### config.mk
export PLATFORM = sky130hd
export DESIGN_NAME = i2c_slave_read_responder_flat
export DESIGN_NICKNAME = d
export VERILOG_FILES = /design/src/rtl/i2c_slave_read_responder_if.sv /design/src/rtl/i2c_slave_read_responder.sv /design/src/flat_wrapper.sv
export SDC_FILE = /design/constraint.sdc
export NUM_CORES = 1
export LEC_CHECK = 0
export ABC_AREA = 1
export CORE_UTILIZATION = 35
export CTS_CLUSTER_SIZE = 12
export DETAILED_ROUTE_END_ITERATION = 10
export GPL_TIMING_DRIVEN = 0
export PLACE_DENSITY_LB_ADDON = 0.25
export SYNTH_ARGS = -nofsm -noshare
export SYNTH_HDL_FRONTEND = slang
export SYNTH_SLANG_ARGS = --single-unit
### constraint.sdc
create_clock -name clk -period 0.9 [get_ports clk]
set_input_delay 0.135 -clock clk [delete_from_list [all_inputs] [get_ports clk]]
set_output_delay 0.135 -clock clk [all_outputs]
set_load 0.02 [all_outputs]
### src/rtl/i2c_slave_read_responder_if.sv
// i2c_slave_read_responder_if
// Groups the I2C pin-side and producer-side signals of the read responder.
//   scl_in/sda_in   : sampled bus levels (driven toward the slave)
//   sda_oe/scl_oe   : open-drain pull-low enables (driven by the slave)
//   tx_data/tx_valid: byte producer toward the slave
//   tx_ready        : 1-clk consume pulse from the slave
//   busy/nack_seen/underrun : slave status
// Modports: slave (the responder), master (bus model / producer side).
interface i2c_slave_read_responder_if;
  logic       scl_in;
  logic       sda_in;
  logic       sda_oe;
  logic       scl_oe;
  logic [7:0] tx_data;
  logic       tx_valid;
  logic       tx_ready;
  logic       busy;
  logic       nack_seen;
  logic       underrun;

  modport slave (
    input  scl_in, sda_in, tx_data, tx_valid,
    output sda_oe, scl_oe, tx_ready, busy, nack_seen, underrun
  );

  modport master (
    output scl_in, sda_in, tx_data, tx_valid,
    input  sda_oe, scl_oe, tx_ready, busy, nack_seen, underrun
  );
endinterface

### src/rtl/i2c_slave_read_responder.sv
// i2c_slave_read_responder
// Read-only I2C slave: detects START/STOP on oversampled SCL/SDA, matches a
// 7-bit address, ACKs read requests and shifts out bytes from a valid/ready
// producer. Write requests are left un-ACKed.
// Ports:
//   clk  : system clock (>=10x SCL)
//   rst  : asynchronous active-high reset (released synchronously)
//   bus  : i2c_slave_read_responder_if.slave (pins, producer, status)
// Build option: define CLK_STRETCH_EN to hold SCL low when no byte is
// available at a load point; otherwise UNDERRUN_BYTE is sent instead.
module i2c_slave_read_responder #(
  parameter logic [6:0]  SLAVE_ADDR    = 7'h50,
  parameter int unsigned SYNC_STAGES   = 2,
  parameter logic [7:0]  UNDERRUN_BYTE = 8'hFF
) (
  input logic                       clk,
  input logic                       rst,
  i2c_slave_read_responder_if.slave bus
);

  typedef enum logic [2:0] {IDLE, ADDR, ADDR_ACK, TX_BYTE, MACK, WAIT_STOP} state_t;
  state_t state, state_next;

  // Reset: asserts immediately, releases on the clock.
  logic [1:0] rst_sync;
  logic       rst_int;
  always_ff @(posedge clk or posedge rst) begin
    if (rst) rst_sync <= '1;
    else     rst_sync <= {rst_sync[0], 1'b0};
  end
  assign rst_int = rst_sync[1];

  logic [SYNC_STAGES-1:0] scl_sync, sda_sync;
  logic scl_s, sda_s, scl_d, sda_d;
  always_ff @(posedge clk or posedge rst_int) begin
    if (rst_int) begin
      scl_sync <= '1;
      sda_sync <= '1;
      scl_d    <= 1'b1;
      sda_d    <= 1'b1;
    end else begin
      scl_sync <= {scl_sync[SYNC_STAGES-2:0], bus.scl_in};
      sda_sync <= {sda_sync[SYNC_STAGES-2:0], bus.sda_in};
      scl_d    <= scl_s;
      sda_d    <= sda_s;
    end
  end
  assign scl_s = scl_sync[SYNC_STAGES-1];
  assign sda_s = sda_sync[SYNC_STAGES-1];

  logic scl_rise, scl_fall, start_c, stop_c;
  assign scl_rise = scl_s & ~scl_d;
  assign scl_fall = ~scl_s & scl_d;
  assign start_c  = scl_s & scl_d & sda_d & ~sda_s;
  assign stop_c   = scl_s & scl_d & ~sda_d & sda_s;

  logic [2:0] bit_cnt, bit_cnt_n;
  logic [7:0] shreg, shreg_n;
  logic sda_oe_q, sda_oe_n, busy_q, busy_n, mack_ok, mack_ok_n;
  logic tx_ready_q, tx_ready_n, nack_q, nack_n, underrun_q, underrun_n;
  logic addr_hit, load_pt, do_load;

  // shreg doubles as the address shifter; the 8th bit is still on sda_s.
  assign addr_hit = ({shreg[6:0], sda_s} == {SLAVE_ADDR, 1'b1});
  // In ADDR_ACK, sda_oe=1 marks that the ACK is already on the bus, so the
  // next falling edge closes the ACK slot.
  assign load_pt  = scl_fall && ((state == ADDR_ACK && sda_oe_q) || (state == MACK && mack_ok));

`ifdef CLK_STRETCH_EN
  logic scl_oe_q, scl_oe_n, load_wait, load_wait_n;
  assign do_load = (load_pt | load_wait) & bus.tx_valid;
`else
  assign do_load = load_pt;
`endif

  always_ff @(posedge clk or posedge rst_int) begin
    if (rst_int) begin
      state      <= IDLE;
      bit_cnt    <= '0;
      shreg      <= '0;
      sda_oe_q   <= 1'b0;
      busy_q     <= 1'b0;
      mack_ok    <= 1'b0;
      tx_ready_q <= 1'b0;
      nack_q     <= 1'b0;
      underrun_q <= 1'b0;
`ifdef CLK_STRETCH_EN
      scl_oe_q   <= 1'b0;
      load_wait  <= 1'b0;
`endif
    end else begin
      state      <= state_next;
      bit_cnt    <= bit_cnt_n;
      shreg      <= shreg_n;
      sda_oe_q   <= sda_oe_n;
      busy_q     <= busy_n;
      mack_ok    <= mack_ok_n;
      tx_ready_q <= tx_ready_n;
      nack_q     <= nack_n;
      underrun_q <= underrun_n;
`ifdef CLK_STRETCH_EN
      scl_oe_q   <= scl_oe_n;
      load_wait  <= load_wait_n;
`endif
    end
  end

  always_comb begin
    state_next = state;
    if (stop_c) state_next = IDLE;
    else if (start_c) state_next = ADDR;
    else begin
      case (state)
        ADDR:     if (scl_rise && bit_cnt == 3'd7) state_next = addr_hit ? ADDR_ACK : WAIT_STOP;
        ADDR_ACK: if (do_load) state_next = TX_BYTE;
        TX_BYTE:  if (scl_fall && bit_cnt == 3'd7) state_next = MACK;
        MACK: begin
          if (do_load) state_next = TX_BYTE;
          else if (scl_rise && !mack_ok && sda_s) state_next = WAIT_STOP;
        end
        default: ;
      endcase
    end
  end

  always_comb begin
    bit_cnt_n  = bit_cnt;
    shreg_n    = shreg;
    sda_oe_n   = sda_oe_q;
    busy_n     = busy_q;
    mack_ok_n  = mack_ok;
    tx_ready_n = 1'b0;
    nack_n     = 1'b0;
    underrun_n = 1'b0;
`ifdef CLK_STRETCH_EN
    scl_oe_n    = scl_oe_q;
    load_wait_n = load_wait;
`endif
    if (stop_c || start_c) begin
      bit_cnt_n = '0;
      sda_oe_n  = 1'b0;
      busy_n    = 1'b0;
      mack_ok_n = 1'b0;
`ifdef CLK_STRETCH_EN
      scl_oe_n    = 1'b0;
      load_wait_n = 1'b0;
`endif
    end else if (do_load) begin
`ifdef CLK_STRETCH_EN
      shreg_n     = bus.tx_data;
      tx_ready_n  = 1'b1;
      load_wait_n = 1'b0;
`else
      shreg_n    = bus.tx_valid ? bus.tx_data : UNDERRUN_BYTE;
      tx_ready_n = bus.tx_valid;
      underrun_n = ~bus.tx_valid;
`endif
      sda_oe_n  = ~shreg_n[7];
      bit_cnt_n = '0;
      mack_ok_n = 1'b0;
    end else begin
      case (state)
        ADDR: if (scl_rise) begin
          shreg_n   = {shreg[6:0], sda_s};
          bit_cnt_n = bit_cnt + 3'd1;
        end
        ADDR_ACK: if (scl_fall && !sda_oe_q) begin
          sda_oe_n = 1'b1;
          busy_n   = 1'b1;
        end
        TX_BYTE: begin
`ifdef CLK_STRETCH_EN
          scl_oe_n = 1'b0;
`endif
          if (scl_fall) begin
            if (bit_cnt == 3'd7) begin
              sda_oe_n  = 1'b0;
              bit_cnt_n = '0;
            end else begin
              shreg_n   = {shreg[6:0], 1'b0};
              sda_oe_n  = ~shreg[6];
              bit_cnt_n = bit_cnt + 3'd1;
            end
          end
        end
        MACK: if (scl_rise && !mack_ok) begin
          if (!sda_s) mack_ok_n = 1'b1;
          else begin
            nack_n = 1'b1;
            busy_n = 1'b0;
          end
        end
        default: ;
      endcase
`ifdef CLK_STRETCH_EN
      // Load point reached with nothing to send: hold SCL until tx_valid.
      if (load_pt) begin
        scl_oe_n    = 1'b1;
        load_wait_n = 1'b1;
      end
`endif
    end
  end

  assign bus.sda_oe    = sda_oe_q;
  assign bus.busy      = busy_q;
  assign bus.tx_ready  = tx_ready_q;
  assign bus.nack_seen = nack_q;
  assign bus.underrun  = underrun_q;
`ifdef CLK_STRETCH_EN
  assign bus.scl_oe    = scl_oe_q;
`else
  assign bus.scl_oe    = 1'b0;
`endif

endmodule
### src/flat_wrapper.sv
// flat-port wrapper written by rule: the top's interface ports become plain ports
module i2c_slave_read_responder_flat 
#(
  parameter logic [6:0]  SLAVE_ADDR    = 7'h50,
  parameter int unsigned SYNC_STAGES   = 2,
  parameter logic [7:0]  UNDERRUN_BYTE = 8'hFF
)
  (clk, rst, bus_scl_in, bus_sda_in, bus_tx_data, bus_tx_valid, bus_sda_oe, bus_scl_oe, bus_tx_ready, bus_busy, bus_nack_seen, bus_underrun);
  i2c_slave_read_responder_if bus_i ();
  input logic clk;
  input logic rst;
  input wire logic [$bits(bus_i.scl_in)-1:0] bus_scl_in;
  input wire logic [$bits(bus_i.sda_in)-1:0] bus_sda_in;
  input wire logic [$bits(bus_i.tx_data)-1:0] bus_tx_data;
  input wire logic [$bits(bus_i.tx_valid)-1:0] bus_tx_valid;
  output wire logic [$bits(bus_i.sda_oe)-1:0] bus_sda_oe;
  output wire logic [$bits(bus_i.scl_oe)-1:0] bus_scl_oe;
  output wire logic [$bits(bus_i.tx_ready)-1:0] bus_tx_ready;
  output wire logic [$bits(bus_i.busy)-1:0] bus_busy;
  output wire logic [$bits(bus_i.nack_seen)-1:0] bus_nack_seen;
  output wire logic [$bits(bus_i.underrun)-1:0] bus_underrun;
  assign bus_i.scl_in = bus_scl_in;
  assign bus_i.sda_in = bus_sda_in;
  assign bus_i.tx_data = bus_tx_data;
  assign bus_i.tx_valid = bus_tx_valid;
  assign bus_sda_oe = bus_i.sda_oe;
  assign bus_scl_oe = bus_i.scl_oe;
  assign bus_tx_ready = bus_i.tx_ready;
  assign bus_busy = bus_i.busy;
  assign bus_nack_seen = bus_i.nack_seen;
  assign bus_underrun = bus_i.underrun;
  i2c_slave_read_responder #(.SLAVE_ADDR(SLAVE_ADDR), .SYNC_STAGES(SYNC_STAGES), .UNDERRUN_BYTE(UNDERRUN_BYTE)) u_core (.clk(clk), .rst(rst), .bus(bus_i));
endmodule
==> results.cfg, run 1 <==
[outcome]
status = complete, but fails checks
violations = negative setup slack

[critical_path]
cp-end-kind = flop
cp_data_arrival_time_ns = 1.75
worstSetupPathType = flop to flop
required_ns = 1.10
rr_worst_depth = 7
critPathLaunchType = flop
critical_path_peak_fanout = 6

[sta]
clock.fmax_ghz = 0.644
setup_viol = 24
fin_setup_tns_ns = -10.40
hold_viol_final = 0
slew_violations = 0
relSlewSlack_pct = 64.2
worstMarginPinSlew_ns = 0.536
rsz0062_at_grt = yes
clock_skew_ns = 0.00215
min_period_ns = 1.55
worst_slack_ns = -0.653
finalCritPeriodShare_pct = 173

[place]
place_hpwl_um = 2040
placed_area_um2 = 1710
pre_cts_ws_ns = -0.760
port-buffer-count = 17
place.gp.congestion = 0.815
dp.cells = 250

[power]
power.density_nw_per_um2 = 2190
p_leak_nw = 0.978
ir_drop_mv = 0.866

[synth]
mappedNetlistArea_um2 = 1460
synth_top_area_cell = dfrtp_1
synth_edf_count = 0
yosys-top-cells-count = nand2_1, inv_1, dfrtp_1
synth_async_sr_flop_share_pct = 100
synth-main-ff-cell = dfrtp_1
yosysMostFrequentCell = nand2_1
seq_area_frac_synth_pct = 46.9
netlist.area_leader.share_pct = 32.5
ys_ff_latch = 27
ys_top_cells_by_area = dfrtp_1, dfstp_2, nand2_1, inv_1, nand3_1
netlist_instances = 182
syn_area_per_cell_um2 = 8.04
synth_warnings = 0
synth_cell_types = 27

[cts]
clkSinkCount = 27
clock_path_buffers = 2
clk-insertion-delay-late_ns = 0.27
root_buffer = clkbuf_8
cts_tree = done
clkSlewWorstSetupHoldPaths_ns = 0.10
cts-htree-levels = 1
cts_made_buffers = 3

[route]
drt-pass1-iter-count = 4
drt_iter0_markers = 59
via_per_inst = 4.61
routed_wl_um = 3070
wl_per_cell_um = 11.4
vias = 1246
drc_errors = 0
drtAntennaViolNets = 0

[global_route]
grt_overflow = 0
grt_max_degree = 26
grt_pass1_vias = 1206
grtUsageTotal_pct = 16.4
grt_pass1_wl_um = 5550
antenna_found_initial = 0

[die]
num_rows = 23
die_h_um = 66.6
die_area_um2 = 4440
initial_core_util_pct = 36.6
dieWidth_um = 66.6
io_pins = 19
core_area_um2 = 4000

[flow_run]
maxCapViolations = 0

[finish]
nNetsFinal = 236
n_antenna_cell = 0
stdcell_area_um2 = 1980
drive_gt1_share_pct = 35.5
nFillCells = 387
utilization_pct = 49.5
seq_area_um2 = 687
syn_to_final_growth_pct = 35.2
multiInputGateArea_um2 = 712
final_cells = 270

[worst_hold_path]
min_path_type = input pin to asynchronous set/reset pin
## placed cells by master, fill, tap and decap left out, types with 5 or more instances in the layout
master           Yosys  final
o21ai_0              7      5
dfrtp_1             19     18
nand2_1             44     40
clkdlybuf4s50_1      0     12
inv_1               29     27
buf_6                1     10
nand2_2              3      6
buf_4                2     14
nand3_1             16     12
nor2_4               3      7
nand3_2              3      7
o21ai_1              6      8
dfstp_2              8      8
nor2_1              13      7
## timing repair
item,4_1_cts,5_1_grt
hold endpoints to repair,0,0
setup buffers,9,6
endpoints found under the setup margin,49,24
gates cloned,1,0
hold buffers,0,0
resized for setup,49,9
pin swaps,7,6
## sequential cells by signal, summed over array words and instances (netlist names), 2 cells and up
signal / cells
u_core.shreg: 7
u_core.bit_cnt: 3
u_core.state: 3
u_core.rst_sync: 2
u_core.scl_sync: 2
u_core.sda_sync: 2
## cells by family (layout without fill, tap and decap cells)
| kind of cell | after synthesis | count (layout) | synth area share (%) |
|---|---|---|---|
| AND/OR/NAND/NOR | 92 | 92 | 30.5 |
| buffers and inverters | 36 | 73 | 10.3 |
| flip-flops | 27 | 27 | 46.9 |
| AO/OA/AOI/OAI | 24 | 24 | 10.4 |
| adder cells (fa/ha/maj) | 2 | 2 | 1.71 |
| other | 1 | 2 | 0.256 |
## report_power, final
group | switching [W] | total (W) | internal, W
clock | 0.000409 | 0.000724 | 0.000315
sequential | 0.000211 | 0.00175 | 0.00154
combinational | 0.00102 | 0.00186 | 0.000835
total | 0.00164 | 0.00434 | 0.00269
## final timing paths
path                            slack [ns]               start                  end
worst max-delay path                 -0.65        u_core.scl_d    u_core.bit_cnt[2]
worst min-delay path                  0.17                 rst   u_core.rst_sync[0]
worst max register to register       -0.65        u_core.scl_d    u_core.bit_cnt[2]
worst min register to register        0.30  u_core.rst_sync[1]  u_core.bus.underrun
max in group asynchronous             0.25  u_core.rst_sync[1]         u_core.sda_d
min in group clk                      0.26          bus_scl_in   u_core.scl_sync[0]
## cell type report
type	instances	share of cell area (%)
Clock buffer	3	2.09
Tap cell	50	3.16
Sequential cell	27	34.7
Timing Repair Buffer	33	15.6
Inverter	33	6.58
Multi-Input combinational cell	120	36.0
Buffer	3	1.52
Clock inverter	1	0.380
## per-stage QoR
stage,hold slack (ns),total power [W]
after floorplan,0.0465,0.00287
after global placement,0.346,0.00319
after detailed placement,0.349,0.00322
after CTS,0.167,0.00416
after global routing,0.175,0.00469
final,0.168,0.00434
## worst max-delay path: stages, from the launching register on
cell and delay (ns):
dfstp_2 0.57, buf_4 0.12, nor2_4 0.04, o21a_2 0.21, buf_4 0.13, o21ai_2 0.24, nand2_1 0.08, o21ai_0 0.08
## routing by layer
| metal | up-vias | share of wire [%] | GRT usage, % |
|---|---|---|---|
| met5 | - | 0 | 0 |
| met4 | 0 | 0.75 | 3.19 |
| met3 | 2 | 3.0 | 3.60 |
| met2 | 20 | 50 | 27.9 |
| met1 | 582 | 46 | 21.4 |
| li1 | 642 | - | - |
No activity file was read; power rests on OpenSTA's default activity.
==> run 2, diff against run 1 <==
ABC_CLOCK_PERIOD_IN_PS = 900   (was not set)
==> results of run 2 <==
The final DEF is identical to that of run 1; final timing and power are the same.
==> run 3, diff against run 2 <==
CTS_CLUSTER_DIAMETER = 50   (was not set)
==> results of run 3 <==
The final DEF is identical to that of run 1; final timing and power are the same.
==> edit 1 (flow settings as in run 1) <==
`UNDERRUN_BYTE` is set to 8'hFF in 2 places; all go to 8'hBF.
--- a/src/rtl/i2c_slave_read_responder.sv
+++ b/src/rtl/i2c_slave_read_responder.sv
@@ -11,7 +11,7 @@
 module i2c_slave_read_responder #(
   parameter logic [6:0]  SLAVE_ADDR    = 7'h50,
   parameter int unsigned SYNC_STAGES   = 2,
-  parameter logic [7:0]  UNDERRUN_BYTE = 8'hFF
+  parameter logic [7:0]  UNDERRUN_BYTE = 8'hBF
 ) (
   input logic                       clk,
   input logic                       rst,
--- a/src/flat_wrapper.sv
+++ b/src/flat_wrapper.sv
@@ -3,7 +3,7 @@
 #(
   parameter logic [6:0]  SLAVE_ADDR    = 7'h50,
   parameter int unsigned SYNC_STAGES   = 2,
-  parameter logic [7:0]  UNDERRUN_BYTE = 8'hFF
+  parameter logic [7:0]  UNDERRUN_BYTE = 8'hBF
 )
   (clk, rst, bus_scl_in, bus_sda_in, bus_tx_data, bus_tx_valid, bus_sda_oe, bus_scl_oe, bus_tx_ready, bus_busy, bus_nack_seen, bus_underrun);
   i2c_slave_read_responder_if bus_i ();
Function: same outputs for any inputs over 10 cycles, from zero or initial values and one cycle with rst high; that may be too few to reach the edited logic, so the function may still have changed.
==> edit 1 against run 1 <==
Total power is 2.0% higher. Cell area is 8.9% higher. Clock power is 3.9% higher. Sequential cell count stayed put. Worst setup slack better by 0.024 ns. The flow still finishes with violations (negative setup slack). Wire length is 1.9% higher. Area after synthesis is 0.77% lower. Sequential share of layout area is 2.8 points lower. Combinational power is 2% higher.
==> edit 1: results (changes against run 1) <==
[setup_path]
cpMaxStageDelayCell = dfstp_2
crit_type = reg2reg
cp-endpoint = u_core.shreg[1]
r2r_cells = 9  ; +2

[cts]
cts-buffers-inserted = 3  ; unchanged
clk_path_buf_depth = 2  ; unchanged

[timing]
fin_ws_ns = -0.629  ; +0.0244 ns
final-setup-viol-count = 24  ; unchanged
finalSetupTns_ns = -10.46  ; -0.0582 ns
skew_ns = 0.00859  ; +0.00644 ns
worst_pin_slew_ns = 0.546  ; +0.00956 ns

[cells_and_area]
fillers = 371  ; -4.1%
fin_nets = 245  ; +3.8%
drive_gt1_frac = 0.441  ; +0.0865

[status]
failed_checks = negative setup slack
status = finished with violations

[global_routing]
grt_max_degree = 26  ; unchanged
grt_antenna_before_repair = 0  ; unchanged
grt_pass1_vias = 1297  ; +7.5%
grt_pass1_wl_um = 5660  ; +2.1%

[power_and_ir_drop]
power.density_nw_per_um2 = 2050  ; -6.3%
leakage_nw = 1.06  ; +8.2%
sw_frac_of_total = 0.389  ; +0.00949
peakVddDrop_mv = 1.16  ; +34%

[routing]
vias_per_cell = 4.53  ; -1.8%
wirelength_um = 3130  ; +1.9%

[synthesis]
synth_cell_types = 26  ; -3.7%
ys_top_cells_by_count = 47 x nand2_1, 29 x inv_1, 19 x dfrtp_1
synth_area_leaders = dfrtp_1 33%, dfstp_2 14%, nand2_1 12%, inv_1 7.5%, nand3_1 5.2%

[place]
dp_slack_ns = -0.746  ; +0.0141 ns
dp_hpwl_um = 2080  ; +2.2%
gp_congestion = 0.809  ; -0.76%

edit 1: through the flow:
stage | cell area [um^2] | std cells | util | hold slack, ns
after global placement | 1710 | 251 | 0.428 | 0.346
after CTS | 2070 | 275 | 0.517 | 0.152
after floorplan | 1480 | 184 | - | 0.0465
final | 2150 | 279 | 0.538 | 0.152
after global routing | 2150 | 279 | 0.538 | 0.169
after detailed placement | 1710 | 251 | 0.428 | 0.347
edit 1: power by group through the flow:
stage / combinational, mW / clock (mW) / sequential [mW]
2_1_floorplan: 1.12 / 0 / 1.75
3_3_place_gp: 1.43 / 0 / 1.77
3_5_place_dp: 1.45 / 0 / 1.78
4_1_cts: 1.78 / 0.774 / 1.77
5_1_grt: 2.17 / 0.832 / 1.81
6_report: 1.90 / 0.752 / 1.77
edit 1: per-layer routing:
layer	vias to the layer above	GRT usage	routed length, um
met5	-	0	0
met4	0	0.0532	46
met3	7	0.0362	90
met1	569	0.202	1460
met2	25	0.306	1540
li1	664	-	-
edit 1: repair_timing:
| item | 4_1_cts | 5_1_grt |
|---|---|---|
| buffers inserted | 18 | 5 |
| endpoints found under the setup margin | 49 | 24 |
| resized for setup | 73 | 18 |
| pin swaps | 13 | 13 |
| gates cloned | 2 | 0 |
edit 1: area by class of cell:
| type | instances | area [um^2] | share of cell area |
|---|---|---|---|
| buffer | 3 | 33.8 | 0.0157 |
| clock buffer | 3 | 41.3 | 0.0192 |
| clock inverter | 1 | 8.76 | 0.00407 |
| inverter | 32 | 126 | 0.0587 |
| multi-input combinational | 122 | 793 | 0.368 |
| sequential | 27 | 687 | 0.319 |
| tap | 50 | 62.6 | 0.0291 |
| timing repair buffer | 41 | 400 | 0.186 |
edit 1: cell families after synthesis:
| logic type | after synthesis | share of synthesized area |
|---|---|---|
| buffers and inverters | 35 | 0.103 |
| AND/OR/NAND/NOR | 94 | 0.301 |
| AO/OA/AOI/OAI | 24 | 0.103 |
| flip-flops | 27 | 0.472 |
| adder cells (fa/ha/maj) | 2 | 0.0172 |
| other | 1 | 0.00258 |
edit 1: worst min-delay path by stage:
| stage | start | cells past startpoint | slack (ns) | to |
|---|---|---|---|---|
| after floorplan | rst | 1 | 0.05 | u_core.rst_sync[0] |
| after global placement | u_core.rst_sync[0] | 0 | 0.35 | u_core.rst_sync[1] |
| after detailed placement | u_core.sda_sync[0] | 0 | 0.35 | u_core.sda_sync[1] |
| after CTS | rst | 2 | 0.15 | u_core.rst_sync[0] |
| after global routing | rst | 2 | 0.17 | u_core.rst_sync[1] |
| final | rst | 2 | 0.15 | u_core.rst_sync[1] |
edit 1: worst max-delay path: cells and delay by family (launching register included):
family | cells | cell delay, ns
simple gates | 5 | 0.42
flops | 1 | 0.57
compound gates | 2 | 0.26
buf+inv | 2 | 0.22
==> edit 2 (config.mk and constraints of run 1) <==
Made on the original files. Re-encode `state_t` (6 states) as one-hot, 6 bits wide.
--- a/src/rtl/i2c_slave_read_responder.sv
+++ b/src/rtl/i2c_slave_read_responder.sv
@@ -18,7 +18,7 @@
   i2c_slave_read_responder_if.slave bus
 );
 
-  typedef enum logic [2:0] {IDLE, ADDR, ADDR_ACK, TX_BYTE, MACK, WAIT_STOP} state_t;
+  typedef enum logic [5:0] {IDLE = 6'b000001, ADDR = 6'b000010, ADDR_ACK = 6'b000100, TX_BYTE = 6'b001000, MACK = 6'b010000, WAIT_STOP = 6'b100000} state_t;
   state_t state, state_next;
 
   // Reset: asserts immediately, releases on the clock.
Function: same outputs for any inputs over 10 cycles, from zero or initial values and one cycle with rst high; not proved beyond that.
==> edit 2 against run 1 <==
The flow still finishes with violations (negative setup slack). Global-route usage down 0.063 points. Die area is 12% higher. Sequential cell count rose by 3. Area after synthesis rose by 12%. Total power decreased by 4.6%. Clock power rose by 60%. Wire length up 23%. Count of clock-buffer cells in the layout grew 3. Worst setup slack lost 0.034 ns. Cell area increased by 21%. Largest cell class unchanged. Largest power group is now sequential cells. Highest routed layer unchanged.
==> edit 2: results (changes against run 1) <==
[setup_path]
critPathMaxFanout = 5  ; -1
critPathArrivalTime_ns = 1.77  ; +0.02 ns
r2r_cells = 10  ; +3

[cells_and_area]
fin_nets = 252  ; +6.8%
layoutNonFillerInstCount = 290  ; +7.4%
fillers = 434  ; +12%
top_regs = u_core.shreg: 7 flops, u_core.state: 6 flops, u_core.bit_cnt: 3 flops
drive_gt1_frac = 0.513  ; +0.158

[synthesis]
avgSynthCellArea_um2 = 8.62  ; +7.3%
ys_seq_area_frac = 0.465  ; -0.00354
synth_area_leaders = dfrtp_1 32%, dfstp_2 14%, nand2_1 6.4%, inv_1 5.5%, o21ai_0 4.9%
ys_top_cells_by_count = 28 x nand2_1, 24 x inv_1, 21 x dfrtp_1
synth_cell_types = 31  ; +15%

[place]
gp_congestion = 0.787  ; -3.4%
place_area_um2 = 1900  ; +11%
dp_slack_ns = -0.750  ; +0.00978 ns
dpl.cell_count = 260  ; +4.0%
dp_hpwl_um = 2390  ; +17%

[routing]
wirelength_um = 3780  ; +23%
met2_length_um = 1870  ; +22%
first_iter_violations = 60  ; +1.7%
wl_met3_um = 170  ; +85%

[global_routing]
grt_max_degree = 29  ; +12%
met3_usage = 0.0548  ; +0.0189
grt_use_met1 = 0.198  ; -0.0161

[cts]
clock_latency_ns = 0.29  ; +0.02 ns
cts-resized-gates = 68  ; +39%
cts_max_level = 2  ; +1
cts_setup_buffers = 16  ; +7

[timing]
whs_ns = 0.166  ; -0.00117 ns
final-setup-viol-count = 27  ; +13%
finalSetupTns_ns = -14.20  ; -3.80 ns
worst_pin_slew_ns = 0.622  ; +0.0855 ns
skew_ns = 0.00317  ; +0.00103 ns
fin_ws_ns = -0.687  ; -0.0342 ns

[power_and_ir_drop]
leakage_nw = 1.10  ; +12%
p_sw_mw = 1.33  ; -19%
power.density_nw_per_um2 = 1730  ; -21%
clkPwrFrac = 0.280  ; +0.113

[status]
status = finished with violations
failed_checks = negative setup slack

-- edit 2: worst max-delay path, delay by kind of cell (launching register included) --
family | cells | cell delay, ns
flip-flops | 1 | 0.57
buffers and inverters | 4 | 0.47
AND/OR/NAND/NOR | 5 | 0.39
AO/OA/AOI/OAI | 1 | 0.04
-- edit 2: layout make-up --
cell class,count,area (um^2),share of cell area
buffer,6,63.8,0.0267
clock buffer,6,82.6,0.0345
clock inverter,2,12.5,0.00523
inverter,29,123,0.0512
multi-input combinational,126,897,0.375
sequential,30,766,0.320
tap,52,65.1,0.0272
timing repair buffer,39,384,0.160
-- edit 2: kinds of logic (layout without fill, tap and decap cells) --
| family | count (synthesis) | after routing | share of synthesized area |
|---|---|---|---|
| fa+ha+maj | 2 | 2 | 0.0153 |
| flops | 30 | 30 | 0.465 |
| compound gates | 36 | 36 | 0.135 |
| buf+inv | 35 | 82 | 0.102 |
| other cells | 1 | 2 | 0.00229 |
| simple gates | 86 | 86 | 0.280 |
